File: src/rtl/axis_slave_rx_pkg.sv
// Shared AXI-Stream definitions: framing FSM encoding and packet-length width.
package axis_slave_rx_pkg;

  // Framing state encoding, kept identical to the master side.
  typedef enum logic [0:0] {
    ST_IDLE   = 1'b0,
    ST_IN_PKT = 1'b1
  } rx_state_t;

  // Width of the per-packet beat counter and the reported packet length.
  localparam int PKT_LEN_W = 8;

  // Width of the optional completed-packet counter.
  localparam int PKT_CNT_W = 16;

endpackage

File: src/rtl/axis_rx_fifo.sv
// Receive buffer: DEPTH-entry FIFO, combinational head read, holds last head when empty.
module axis_rx_fifo #(
  parameter int WIDTH = 9,
  parameter int DEPTH = 4
) (
  input  logic             clk,
  input  logic             rst,
  input  logic             push,
  input  logic [WIDTH-1:0] wdata,
  input  logic             pop,
  output logic [WIDTH-1:0] rdata,
  output logic             full,
  output logic             empty
);

  localparam int AW = (DEPTH > 1) ? $clog2(DEPTH) : 1;

  logic [WIDTH-1:0] mem [DEPTH];
  logic [AW-1:0]    wr_ptr;
  logic [AW-1:0]    rd_ptr;
  logic [AW:0]      count;
  logic [WIDTH-1:0] hold;
  logic             do_push;
  logic             do_pop;

  assign full    = (count == (AW+1)'(DEPTH));
  assign empty   = (count == '0);
  assign do_push = push & ~full;
  assign do_pop  = pop & ~empty;

  // The head is visible the cycle after it is written; when empty the last head is held.
  assign rdata = empty ? hold : mem[rd_ptr];

  // Storage write; entries carry no reset since occupancy tracks validity.
  always_ff @(posedge clk) begin
    if (do_push) begin
      mem[wr_ptr] <= wdata;
    end
  end

  // Pointer/occupancy bookkeeping; pointers wrap naturally because DEPTH is a power of two.
  always_ff @(posedge clk) begin
    if (rst) begin
      wr_ptr <= '0;
      rd_ptr <= '0;
      count  <= '0;
      hold   <= '0;
    end else begin
      if (do_push) begin
        wr_ptr <= wr_ptr + AW'(1);
      end
      if (do_pop) begin
        rd_ptr <= rd_ptr + AW'(1);
      end
      case ({do_push, do_pop})
        2'b10:   count <= count + 1'b1;
        2'b01:   count <= count - 1'b1;
        default: count <= count;
      endcase
      if (!empty) begin
        hold <= mem[rd_ptr];
      end
    end
  end

endmodule

File: src/rtl/axis_slave_rx.sv
// AXI-Stream slave receiver: buffers beats, tracks packet framing and reports packet lengths.
// Optional feature: define AXIS_RX_PKT_CNT_EN to add the 16-bit completed-packet counter pkt_cnt.
module axis_slave_rx
  import axis_slave_rx_pkg::*;
#(
  parameter int DATA_W = 8,
  parameter int DEPTH  = 4
) (
  input  logic                 clk,
  input  logic                 rst,
  input  logic [DATA_W-1:0]    s_axis_tdata,
  input  logic                 s_axis_tvalid,
  input  logic                 s_axis_tlast,
  output logic                 s_axis_tready,
  output logic [DATA_W-1:0]    dout,
  output logic                 dout_valid,
  output logic                 dout_last,
  input  logic                 dout_ready,
  output logic                 pkt_done,
  output logic [PKT_LEN_W-1:0] pkt_len,
  output logic                 in_pkt
`ifdef AXIS_RX_PKT_CNT_EN
  ,
  output logic [PKT_CNT_W-1:0] pkt_cnt
`endif
);

  logic                 rdy_q;
  logic                 fifo_full;
  logic                 fifo_empty;
  logic [DATA_W:0]      head;
  logic                 accept;
  logic                 pop;
  rx_state_t            state_q;
  rx_state_t            state_d;
  logic [PKT_LEN_W-1:0] beat_cnt;
  logic [PKT_LEN_W-1:0] beat_inc;

  function automatic logic [PKT_LEN_W-1:0] sat_inc(input logic [PKT_LEN_W-1:0] v);
    return (v == '1) ? v : v + 1'b1;
  endfunction

  // rdy_q keeps tready low through reset and for the edge that releases it.
  assign s_axis_tready = rdy_q & ~fifo_full;
  assign accept        = s_axis_tvalid & s_axis_tready;
  assign pop           = dout_valid & dout_ready;
  assign dout_valid    = ~fifo_empty;
  assign dout          = head[DATA_W-1:0];
  assign dout_last     = head[DATA_W] & ~fifo_empty;
  assign in_pkt        = (state_q == ST_IN_PKT);
  assign beat_inc      = sat_inc(beat_cnt);

  axis_rx_fifo #(
    .WIDTH (DATA_W + 1),
    .DEPTH (DEPTH)
  ) u_fifo (
    .clk   (clk),
    .rst   (rst),
    .push  (accept),
    .wdata ({s_axis_tlast, s_axis_tdata}),
    .pop   (pop),
    .rdata (head),
    .full  (fifo_full),
    .empty (fifo_empty)
  );

  // Framing state register.
  always_ff @(posedge clk) begin
    if (rst) begin
      state_q <= ST_IDLE;
    end else begin
      state_q <= state_d;
    end
  end

  // Framing next state: only accepted beats move the FSM; a tlast beat always lands in IDLE.
  always_comb begin
    state_d = state_q;
    if (accept) begin
      state_d = s_axis_tlast ? ST_IDLE : ST_IN_PKT;
    end
  end

  // Ready enable, beat counter and registered packet-completion report.
  always_ff @(posedge clk) begin
    if (rst) begin
      rdy_q    <= 1'b0;
      beat_cnt <= '0;
      pkt_done <= 1'b0;
      pkt_len  <= '0;
    end else begin
      rdy_q    <= 1'b1;
      pkt_done <= 1'b0;
      if (accept) begin
        if (s_axis_tlast) begin
          beat_cnt <= '0;
          pkt_done <= 1'b1;
          pkt_len  <= beat_inc;
        end else begin
          beat_cnt <= beat_inc;
        end
      end
    end
  end

`ifdef AXIS_RX_PKT_CNT_EN
  // Completed-packet counter, advancing with each pkt_done pulse and wrapping at 16 bits.
  always_ff @(posedge clk) begin
    if (rst) begin
      pkt_cnt <= '0;
    end else if (pkt_done) begin
      pkt_cnt <= pkt_cnt + 1'b1;
    end
  end
`endif

endmodule

File: config.mk
export PLATFORM = sky130hd
export DESIGN_NAME = axis_slave_rx
export DESIGN_NICKNAME = d
export VERILOG_FILES = /design/src/rtl/axis_slave_rx_pkg.sv /design/src/rtl/axis_rx_fifo.sv /design/src/rtl/axis_slave_rx.sv
export SDC_FILE = /design/constraint.sdc
export NUM_CORES = 1
export LEC_CHECK = 0
export BUFFER_PORTS_ARGS = -buffer_cell sky130_fd_sc_hd__buf_4
export CORE_MARGIN = 4
export CORE_UTILIZATION = 50
export CTS_BUF_LIST = sky130_fd_sc_hd__clkbuf_16
export CTS_CLUSTER_DIAMETER = 80
export DETAILED_ROUTE_END_ITERATION = 7
export PLACE_DENSITY_LB_ADDON = 0.2
export RECOVER_POWER = 50
export SETUP_SLACK_MARGIN = 0.02
export SLEW_MARGIN = 15
export SYNTH_ARGS = -nofsm -noshare
export SYNTH_HDL_FRONTEND = slang
export SYNTH_SLANG_ARGS = --single-unit
File: constraint.sdc
create_clock -name clk -period 3.55 [get_ports clk]
set_input_delay 0.355 -clock clk [delete_from_list [all_inputs] [get_ports clk]]
set_output_delay 0.355 -clock clk [all_outputs]
set_load 0.1 [all_outputs]
==> impl_results.md <==
* Root buffer cell: clkbuf_16
* Total Wirelength at 5.27 mm
* Max Transition Viols Final at 0
* Synth Area in Adders at 0.0315
* CTS Buffer Depth at 2
* Worst-skew pair later-pin latency at 0.33 ns
* Final Cell Area at 3450 um2
* DRT Pass-1 Iters at 4
* GRT overflow at 0
* Synth top area cells: edfxtp_1, dfxtp_1, mux4_2, nand2_1, and2_1
* CP delay by family, top: buffers and inverters
* Critical path's most frequent cell: inv_1
* Multi-input logic area at 1060 um2
* Post-synth ARST share at 0
* Pwr dens at 910 nW/um2
* Largest family of logic cells by synthesized area: simple AND/OR/NAND/NOR gates
* Required @ worst endpoint at 3.80 ns
* GRT Util Overall at 0.157
* Hold Slack at 0.289 ns
* Post-synth cell types at 45
* Hold WC Path Type: in -> reg
* Post-DP HPWL at 3.49 mm
* Final period utilization at 0.787
* Antenna Cells at 0
* # rows at 28
* Clock Skews at 0.00712 ns
* Largest net degree at the start of global routing at 22
* Crit path buffers/inverters at 3
* Yosys top cell by area: edfxtp_1
* Initial antenna violation count at 0
* Slew HR at 0.222
* PostCTS Resize Cnt at 0
* Worst setup SP type: flip-flop
* Worst hold path startpoint: s_axis_tdata[6]
* Share of the synthesized area in the top cell type at 0.358
* CP max-delay cell: clkbuf_1
* Crit. Startpoint: u_fifo.count[1]
* Worst setup path category: reg -> reg
* Element type at the critical path end: flip-flop
* Syn_nets at 258
* Vias in the first global route at 1717
* DRT iter0 DRCs at 94
* Max frequency at 0.358 GHz
* Worst Tran Pin Value at 1.17 ns
* Num CTS Buffers at 9
* Clock sink total at 72
* First-pass GRT wire length at 8.65 mm
* CP max FO at 21
* Status: finished clean
* Fillcell total at 494
* Commonest cells in the netlist: dfxtp_1, edfxtp_1, nand2_1, and2_1, a21oi_1
* Area post-placement at 3250 um2
* Worst VDD drop at 827 uV
* Post-synthesis mux area share at 0.0759
* Warnings from Yosys at 0
* Post-synth EDFFs at 36
* Crit path time final at 2.79 ns
* Synth Cell Area at 3020 um2
* Post-synthesis cell count at 238
* Sequential share of the synthesized area at 0.597
* # IOs at 34
* Setup repair after global routing missed its margin: no
* Final Hold Fails at 0
* Post-CTS Setup Inserts at 0
* Synth Area in Compound Gates at 0.0908
* CP Data Arrival Time at 3.04 ns
* Die Ht at 85.7 um
* Max-cap violations at 0
* Setup violations, final at 0
* FF-to-FF Start: u_fifo.count[1]
* CP cell instances: nor2_1 -> a21oi_2 -> clkbuf_1 -> inv_1 -> ha_1 -> inv_1 -> fa_1 -> xor2_1 -> or3_1 -> a21oi_1
* Syn_area_per_cell at 12.7 um2
* Synth Area in XOR/XNOR at 0.0203
* Sequential cell area at 1800 um2
* Vias at 1838
* Synth Register Bits at 72
* Post-DRT Antenna Nets at 0
* Hold-fix buffers, CTS at 0
* CTS tree: built
* WL per Instance at 15.3 um
* Core area at 5890 um2
* Area grow syn2layout at 14.5%
* H-tree depth at 3
* Die width at 85.7 um
* Via/cell ratio at 5.33
* Die area at 7340 um2
* Leakage at 1.29 nW
* Primary FF master, synth: edfxtp_1
* Simple-gate share of the synthesized area at 0.134
* Total negative slack at 0 ns
* Proportion of layout cells with a drive suffix above 1 at 0.170
* DR DRC count at 0
* Nets at 285
* Initial core utilization at 0.513
* CP peak stage delay at 0.68 ns
* Port-buffer cells at 33
* Final GP Congestion at 0.817
* Clk pin slew, worst setup/hold paths at 0.06 ns
worst paths after layout:
check                           to  slack [ns]  cells after the start
hold / removal    u_fifo.mem[3][6]        0.29                      1
setup reg to reg   u_fifo.count[2]        0.76                     10
setup / recovery   u_fifo.count[2]        0.76                     10
hold reg to reg         pkt_len[7]        0.48                      1
power breakdown:
group | total, mW | switching (mW) | internal [mW] | leakage (nW)
sequential | 1.03 | 0.0713 | 0.962 | 0.620
combinational | 1.25 | 0.959 | 0.293 | 0.520
clock | 0.860 | 0.322 | 0.538 | 0.146
total | 3.14 | 1.35 | 1.79 | 1.29
per-layer routing:
layer / vias up / wire length, um / global-route usage
li1: 912 / - / -
met1: 878 / 2540 / 0.223
met2: 37 / 2370 / 0.220
met3: 11 / 231 / 0.0355
met4: 0 / 126 / 0.0950
met5: - / 0 / 0
placed cells by master, fill, tap and decap left out, types with 4 or more instances in the layout:
master and count:
dfxtp_1 36, edfxtp_1 36, nand2_1 34, clkbuf_1 22, and2_1 12, a21oi_1 12, buf_4 12, inv_1 11
mux4_2 9, clkbuf_16 9, nor2_1 8, a22o_1 7, ha_1 6, nand3_1 5, xor2_1 4
per-stage QoR:
| step | power (mW) | utilization | std cells | worst slack (ns) |
|---|---|---|---|---|
| floorplan | 2.19 | - | 238 | 0.551 |
| global placement | 2.31 | 0.552 | 329 | 1.17 |
| detailed placement | 2.32 | 0.552 | 329 | 1.11 |
| CTS | 3.19 | 0.602 | 345 | 1.05 |
| global route | 3.28 | 0.587 | 345 | 0.489 |
| finish | 3.14 | 0.587 | 345 | 0.756 |
area by class of cell:
class                   count  area share
repair buffers             34      0.0500
flip-flops and latches     72       0.522
well taps                  75      0.0272
inverters                   9     0.00978
multi-input cells         139       0.307
clock inverters             7      0.0192
clock buffers               9      0.0652
logic make-up (layout without fill, tap and decap cells):
family,after synthesis,in the layout
simple gates,77,77
compound gates,37,37
xor+xnor,7,7
mux,11,11
fa+ha+maj,7,7
flops,72,72
buf+inv,27,59
sequential cells by signal, summed over array words and instances (netlist names), 2 cells and up, named ones only:
register	cells
u_fifo.mem	36
beat_cnt	8
pkt_len	8
u_fifo.hold	8
u_fifo.count	3
u_fifo.rd_ptr	2
u_fifo.wr_ptr	2
Note: power is estimated with default switching activity, not from simulation.
